==> src/rtl/fractal_sync_pkg.sv <==
// Shared types for the fractal synchronization request path: response kinds,
// requester FSM states and the response classification helper.
package fractal_sync_pkg;

   // Response kinds reported back to the requester.
   typedef enum logic [1:0] {
      RSP_WAIT = 2'd0,
      RSP_DONE = 2'd1,
      RSP_DROP = 2'd2,
      RSP_ERR  = 2'd3
   } rsp_kind_e;

   // Requester control states.
   typedef enum logic [1:0] {
      REQ_IDLE  = 2'd0,
      REQ_ISSUE = 2'd1,
      REQ_RESP  = 2'd2
   } req_state_e;

   localparam logic [15:0] ERR_CNT_MAX = 16'hFFFF;

   // Classify the RF lookup result. A signalling error dominates everything,
   // an ignore dominates completion, and bypass counts as completion.
   function automatic rsp_kind_e resolve_kind(
      input logic sig_err,
      input logic ignore,
      input logic bypass,
      input logic present
   );
      rsp_kind_e kind;
      if (sig_err) begin
         kind = RSP_ERR;
      end else if (ignore) begin
         kind = RSP_DROP;
      end else if (bypass || present) begin
         kind = RSP_DONE;
      end else begin
         kind = RSP_WAIT;
      end
      return kind;
   endfunction

endpackage

==> src/rtl/fractal_sync_req_fifo.sv <==
// Request buffer for the RF requester. Power-of-two depth; pointers carry an
// extra wrap bit so full and empty are distinguishable without a counter.
module fractal_sync_req_fifo #(
   parameter int unsigned DATA_WIDTH = 2,
   parameter int unsigned DEPTH      = 2
) (
   input  logic                  clk_i,
   input  logic                  rst_ni,
   input  logic                  push_i,
   input  logic [DATA_WIDTH-1:0] data_i,
   input  logic                  pop_i,
   output logic [DATA_WIDTH-1:0] data_o,
   output logic                  full_o,
   output logic                  empty_o
);

   if ((DEPTH < 2) || ((DEPTH & (DEPTH - 1)) != 0)) begin : g_depth_check
      $fatal(1, "fractal_sync_req_fifo: DEPTH must be a power of 2 and at least 2");
   end

   localparam int unsigned AW = (DEPTH > 1) ? $clog2(DEPTH) : 1;
   localparam logic [AW:0] PTR_ONE = {{AW{1'b0}}, 1'b1};

   logic [DATA_WIDTH-1:0] mem_q [DEPTH];
   logic [AW:0]           wptr_q, wptr_d;
   logic [AW:0]           rptr_q, rptr_d;
   logic                  full_s, empty_s;
   logic                  push_en_s, pop_en_s;

   assign empty_s   = (wptr_q == rptr_q);
   assign full_s    = (wptr_q[AW] != rptr_q[AW]) && (wptr_q[AW-1:0] == rptr_q[AW-1:0]);
   assign push_en_s = push_i && (!full_s || pop_i);
   assign pop_en_s  = pop_i && !empty_s;

   assign data_o  = mem_q[rptr_q[AW-1:0]];
   assign full_o  = full_s;
   assign empty_o = empty_s;

   // Next pointer values; both wrap naturally through the extra MSB.
   always_comb begin
      wptr_d = wptr_q;
      rptr_d = rptr_q;
      if (push_en_s) begin
         wptr_d = wptr_q + PTR_ONE;
      end else begin
         wptr_d = wptr_q;
      end
      if (pop_en_s) begin
         rptr_d = rptr_q + PTR_ONE;
      end else begin
         rptr_d = rptr_q;
      end
   end

   // Pointer registers.
   always_ff @(posedge clk_i or negedge rst_ni) begin
      if (!rst_ni) begin
         wptr_q <= {(AW + 1){1'b0}};
         rptr_q <= {(AW + 1){1'b0}};
      end else begin
         wptr_q <= wptr_d;
         rptr_q <= rptr_d;
      end
   end

   // Storage: the tail slot is written on an accepted push.
   always_ff @(posedge clk_i or negedge rst_ni) begin
      if (!rst_ni) begin
         for (int i = 0; i < int'(DEPTH); i++) begin
            mem_q[i] <= {DATA_WIDTH{1'b0}};
         end
      end else if (push_en_s) begin
         mem_q[wptr_q[AW-1:0]] <= data_i;
      end
   end

endmodule

==> src/rtl/fractal_sync_rf_requester.sv <==
// Buffers synchronization requests, checks each one against the remote RF
// with a single-cycle strobe, and returns a classified response.
module fractal_sync_rf_requester
   import fractal_sync_pkg::*;
#(
   parameter int unsigned LEVEL_WIDTH = 1,
   parameter int unsigned ID_WIDTH    = 1,
   parameter int unsigned FIFO_DEPTH  = 2
) (
   input  logic                   clk_i,
   input  logic                   rst_ni,
   input  logic                   req_valid_i,
   output logic                   req_ready_o,
   input  logic [LEVEL_WIDTH-1:0] req_level_i,
   input  logic [ID_WIDTH-1:0]    req_id_i,
   output logic [LEVEL_WIDTH-1:0] rf_level_o,
   output logic [ID_WIDTH-1:0]    rf_id_o,
   output logic                   rf_check_o,
   input  logic                   rf_present_i,
   input  logic                   rf_sig_err_i,
   input  logic                   rf_bypass_i,
   input  logic                   rf_ignore_i,
   output logic                   rsp_valid_o,
   input  logic                   rsp_ready_i,
   output logic [LEVEL_WIDTH-1:0] rsp_level_o,
   output logic [ID_WIDTH-1:0]    rsp_id_o,
   output logic [1:0]             rsp_kind_o,
   output logic [15:0]            err_cnt_o
);

   localparam int unsigned DW = LEVEL_WIDTH + ID_WIDTH;

   req_state_e             state_q, state_d;
   rsp_kind_e              rsp_kind_q, rsp_kind_d;
   logic [LEVEL_WIDTH-1:0] rsp_level_q, rsp_level_d;
   logic [ID_WIDTH-1:0]    rsp_id_q, rsp_id_d;
   logic [15:0]            err_cnt_q, err_cnt_d;

   logic                   fifo_push_s, fifo_pop_s, fifo_full_s, fifo_empty_s;
   logic [DW-1:0]          fifo_wdata_s, fifo_head_s;
   logic [LEVEL_WIDTH-1:0] head_level_s;
   logic [ID_WIDTH-1:0]    head_id_s;
   logic                   issue_s, rsp_hs_s;

   // Ready depends only on registered fullness, so a pop never lets a push through.
   assign req_ready_o  = !fifo_full_s;
   assign fifo_push_s  = req_valid_i && !fifo_full_s;
   assign fifo_wdata_s = {req_level_i, req_id_i};
   assign head_level_s = fifo_head_s[DW-1:ID_WIDTH];
   assign head_id_s    = fifo_head_s[ID_WIDTH-1:0];

   assign issue_s    = (state_q == REQ_ISSUE);
   assign rsp_hs_s   = (state_q == REQ_RESP) && rsp_ready_i;
   assign fifo_pop_s = issue_s;

   fractal_sync_req_fifo #(
      .DATA_WIDTH (DW),
      .DEPTH      (FIFO_DEPTH)
   ) i_req_fifo (
      .clk_i   (clk_i),
      .rst_ni  (rst_ni),
      .push_i  (fifo_push_s),
      .data_i  (fifo_wdata_s),
      .pop_i   (fifo_pop_s),
      .data_o  (fifo_head_s),
      .full_o  (fifo_full_s),
      .empty_o (fifo_empty_s)
   );

   // Next-state logic: one check per buffered request, then hold the response.
   always_comb begin
      state_d = state_q;
      case (state_q)
         REQ_IDLE: begin
            if (!fifo_empty_s) begin
               state_d = REQ_ISSUE;
            end else begin
               state_d = REQ_IDLE;
            end
         end
         REQ_ISSUE: begin
            state_d = REQ_RESP;
         end
         REQ_RESP: begin
            if (rsp_ready_i) begin
               state_d = fifo_empty_s ? REQ_IDLE : REQ_ISSUE;
            end else begin
               state_d = REQ_RESP;
            end
         end
         default: begin
            state_d = REQ_IDLE;
         end
      endcase
   end

   // Response capture in the check cycle, and saturating error count on handshake.
   always_comb begin
      rsp_kind_d  = rsp_kind_q;
      rsp_level_d = rsp_level_q;
      rsp_id_d    = rsp_id_q;
      err_cnt_d   = err_cnt_q;
      if (issue_s) begin
         rsp_kind_d  = resolve_kind(rf_sig_err_i, rf_ignore_i, rf_bypass_i, rf_present_i);
         rsp_level_d = head_level_s;
         rsp_id_d    = head_id_s;
      end else begin
         rsp_kind_d  = rsp_kind_q;
         rsp_level_d = rsp_level_q;
         rsp_id_d    = rsp_id_q;
      end
      if (rsp_hs_s && (rsp_kind_q == RSP_ERR) && (err_cnt_q != ERR_CNT_MAX)) begin
         err_cnt_d = err_cnt_q + 16'd1;
      end else begin
         err_cnt_d = err_cnt_q;
      end
   end

   // State and response registers.
   always_ff @(posedge clk_i or negedge rst_ni) begin
      if (!rst_ni) begin
         state_q     <= REQ_IDLE;
         rsp_kind_q  <= RSP_WAIT;
         rsp_level_q <= {LEVEL_WIDTH{1'b0}};
         rsp_id_q    <= {ID_WIDTH{1'b0}};
         err_cnt_q   <= 16'd0;
      end else begin
         state_q     <= state_d;
         rsp_kind_q  <= rsp_kind_d;
         rsp_level_q <= rsp_level_d;
         rsp_id_q    <= rsp_id_d;
         err_cnt_q   <= err_cnt_d;
      end
   end

   // The RF port sees the head entry only during the check cycle, zeros otherwise.
   assign rf_check_o  = issue_s;
   assign rf_level_o  = issue_s ? head_level_s : {LEVEL_WIDTH{1'b0}};
   assign rf_id_o     = issue_s ? head_id_s : {ID_WIDTH{1'b0}};

   assign rsp_valid_o = (state_q == REQ_RESP);
   assign rsp_kind_o  = rsp_kind_q;
   assign rsp_level_o = rsp_level_q;
   assign rsp_id_o    = rsp_id_q;
   assign err_cnt_o   = err_cnt_q;

endmodule

==> config.mk <==
export PLATFORM = sky130hd
export DESIGN_NAME = fractal_sync_rf_requester
export DESIGN_NICKNAME = d
export VERILOG_FILES = /design/src/rtl/fractal_sync_pkg.sv /design/src/rtl/fractal_sync_req_fifo.sv /design/src/rtl/fractal_sync_rf_requester.sv
export SDC_FILE = /design/constraint.sdc
export NUM_CORES = 1
export LEC_CHECK = 0
export ABC_AREA = 1
export CORE_ASPECT_RATIO = 0.75
export CORE_MARGIN = 10
export CORE_UTILIZATION = 54
export DETAILED_ROUTE_END_ITERATION = 10
export PLACE_DENSITY_LB_ADDON = 0.1
export RECOVER_POWER = 25
export SYNTH_ARGS = -nofsm -noshare
export SYNTH_HDL_FRONTEND = slang
export SYNTH_SLANG_ARGS = --single-unit
==> constraint.sdc <==
create_clock -name clk_i -period 3.1 [get_ports clk_i]
set_input_delay 0.31 -clock clk_i [delete_from_list [all_inputs] [get_ports clk_i]]
set_output_delay 0.31 -clock clk_i [all_outputs]
set_load 0.05 [all_outputs]
==> flow_summary.json <==
{
  "status": "complete, but fails checks",
  "violations": "capacitance limit, slew limit",
  "p_total_mw": 1.97,
  "ctsHoldBuffers": 0,
  "grt_usage_pct": 14.3,
  "synth_area_leader_cell": "dfrtp_1",
  "finalSetupTns_ps": 0,
  "fin_area_um2": 2110,
  "cts_buffers": 5,
  "vdd_drop_max_v": 0.000613,
  "final_layout_size_suffix_gt1_share_pct": 6.61,
  "cts_htree_levels": 2,
  "avgRoutedWirePerCell_um": 12.3,
  "syn-instance-count": 216,
  "period_minus_slack_ps": 2270,
  "place_area_um2": 2000,
  "syn_area_per_cell_um2": 7.54,
  "setup_viol": 0,
  "area_growth_pct": 29.4,
  "maxCapViolations": 1,
  "vias_per_cell": 4.89,
  "synth_top_area_share_pct": 46.1,
  "relSlewSlack_pct": -5.92,
  "gr-total-overflow": 0,
  "rsz0062_at_grt": "false",
  "synth_seq_cells": 30,
  "grt_max_degree": 31,
  "p_leak_nw": 0.949,
  "clkTransAtPathRegs_ps": 70,
  "clockBufferDepth": 2,
  "wl_um": 3640,
  "cp-start-kind": "flop",
  "die_h_um": 67.6,
  "critPathMaxStageDelay_ps": 850,
  "syn-num-nets": 227,
  "core_um2": 2910,
  "synth_warnings": 0,
  "ioPinCount": 35,
  "drv_slew": 31,
  "min_period_over_period_pct": 73.3,
  "syn_area_um2": 1630,
  "clock_sinks": 30,
  "worstMarginPinSlew_ps": 1590,
  "drt_iter0_markers": 108,
  "die_x_um": 83.4,
  "dp_hpwl_um": 2720,
  "remaining_drc_errors": 0,
  "dr.pass1.iters": 4,
  "io_buffers": 34,
  "grt_pass1_wl_um": 6510,
  "synth_area_leaders": "dfrtp_1 (46%), nand2_1 (21%), xnor2_1 (4.8%)",
  "p_per_area_nw_per_um2": 933,
  "vias": 1443,
  "synth_cell_types": 23,
  "antennaDiodeCount": 0,
  "grt_pass1_vias": 1363,
  "crit_fanout": 7,
  "crit_arrival_ps": 1960,
  "path_cells": "inv_1, nand2_1, a21oi_1, clkdlybuf4s50_1",
  "post_cts_buffers": 0,
  "cp-end-kind": "output pin",
  "cts_root_buf": "clkbuf_8",
  "fin_nets": 267,
  "hold_depth": 1,
  "seq_area_frac_synth_pct": 46.1,
  "crit_required_ps": 2790,
  "start_util_pct": 55.9,
  "tritoncts": "yes",
  "gp_congestion": 0.827,
  "max_freq_ghz": 0.440,
  "cts_resized": 0,
  "ant_nets": 0,
  "rr_worst_depth": 7,
  "critPathKind": "reg -> out",
  "slowest_stage": "clkdlybuf4s50_1",
  "antenna_found_initial": 0,
  "clk_latency_ps": 280,
  "nFillCells": 255,
  "dieArea_um2": 5630,
  "hold_class": "reg -> reg",
  "fin_skew_ps": 4.87,
  "hold_viol": 0,
  "rows": 17
}
state kept, by name, indices dropped and copies added, names as in the netlist:
register,count
state_q,2
rsp_id_o,1
i_req_fifo.rptr_q,2
rsp_kind_o,2
i_req_fifo.wptr_q,2
rsp_level_o,1
err_cnt_o,16
i_req_fifo.mem_q,4
layer usage:
metal / track usage [%] / wire, µm / part of all wire, %
met4: 6.36 / 59 / 1.6
met1: 18.2 / 1820 / 50
met3: 5.65 / 279 / 7.7
met5: 0 / 0 / 0
met2: 21.1 / 1490 / 41
final timing paths:
path,startpoint,end,slack [ps]
max reg2reg,err_cnt_o[0]$_DFFE_PN0P_,err_cnt_o[10]$_DFFE_PN0P_,1270
max,state_q[1]$_DFF_PN0_,rf_id_o,830
max in group asynchronous,rst_ni,rsp_kind_o[1]$_DFFE_PN0P_,1220
min in group asynchronous,rst_ni,rsp_id_o$_DFFE_PN0P_,950
min reg2reg,rsp_level_o$_DFFE_PN0P_,rsp_level_o$_DFFE_PN0P_,480
min,rsp_level_o$_DFFE_PN0P_,rsp_level_o$_DFFE_PN0P_,480
where the power goes:
| part | switching [mW] | total [mW] | internal [mW] |
|---|---|---|---|
| clock | 0.153 | 0.389 | 0.236 |
| sequential | 0.124 | 0.641 | 0.517 |
| combinational | 0.621 | 0.935 | 0.314 |
synthesized netlist by cell type (all sizes together):
| library cell | count |
|---|---|
| a211oi | 1 |
| a21o | 2 |
| a21oi | 4 |
| buf | 2 |
| clkinv | 2 |
| dfrtp | 30 |
| ha | 1 |
| inv | 19 |
| nand2 | 92 |
| nand3 | 11 |
| nand4 | 5 |
| nor2 | 24 |
| o21ai | 11 |
| xnor2 | 9 |
| xor2 | 3 |
logic make-up (layout without fill, tap and decap cells):
| group | Yosys count | count (layout) | synth area share, % |
|---|---|---|---|
| and+or+nand+nor | 132 | 132 | 33.4 |
| DFF | 30 | 30 | 46.1 |
| buffers and inverters | 23 | 64 | 6.30 |
| AOI/OAI and AO/OA | 18 | 18 | 6.92 |
| xor gates and xnor gates | 12 | 12 | 6.46 |
| adders and majority gates | 1 | 1 | 0.769 |
worst max-delay path, delay by kind of cell (launching register included):
family	cells	cell delay [ps]
buffers and inverters	2	940
and+or+nand+nor	1	170
AOI/OAI and AO/OA	1	210
DFF	1	360
layout by cell type (no fill, tap or decap), types with 2 or more instances in the layout:
| cell | count |
|---|---|
| xnor2_1 | 9 |
| inv_1 | 19 |
| o21ai_0 | 8 |
| a21o_1 | 2 |
| nor2_2 | 3 |
| xor2_1 | 3 |
| a21oi_1 | 4 |
| dfrtp_1 | 30 |
| nand2_1 | 91 |
| nand4_1 | 5 |
| nand3_1 | 10 |
| nor2_1 | 20 |
| clkinv_2 | 3 |
| clkdlybuf4s50_1 | 33 |
| clkbuf_8 | 5 |
metrics by stage:
stage          cells  setup slack (ps)  hold WS [ps]  utilization [%]
2_1_floorplan    216              1310          14.4                -
3_3_place_gp     287              1180           468             68.7
3_5_place_dp     287              1120           472             68.7
4_1_cts          295               806           426             72.4
5_1_grt          295               709           507             72.3
6_report         295               826           484             72.3
area by class of cell:
type,count,area (µm²),share of cell area (%)
repair buffers,35,344,16.3
flip-flops and latches,30,751,35.7
clock inverters,3,40.0,1.90
multi-input cells,163,774,36.8
well taps,38,47.5,2.26
clock buffers,5,68.8,3.27
inverters,21,80.1,3.80
Note: power is estimated with default switching activity, not from simulation.
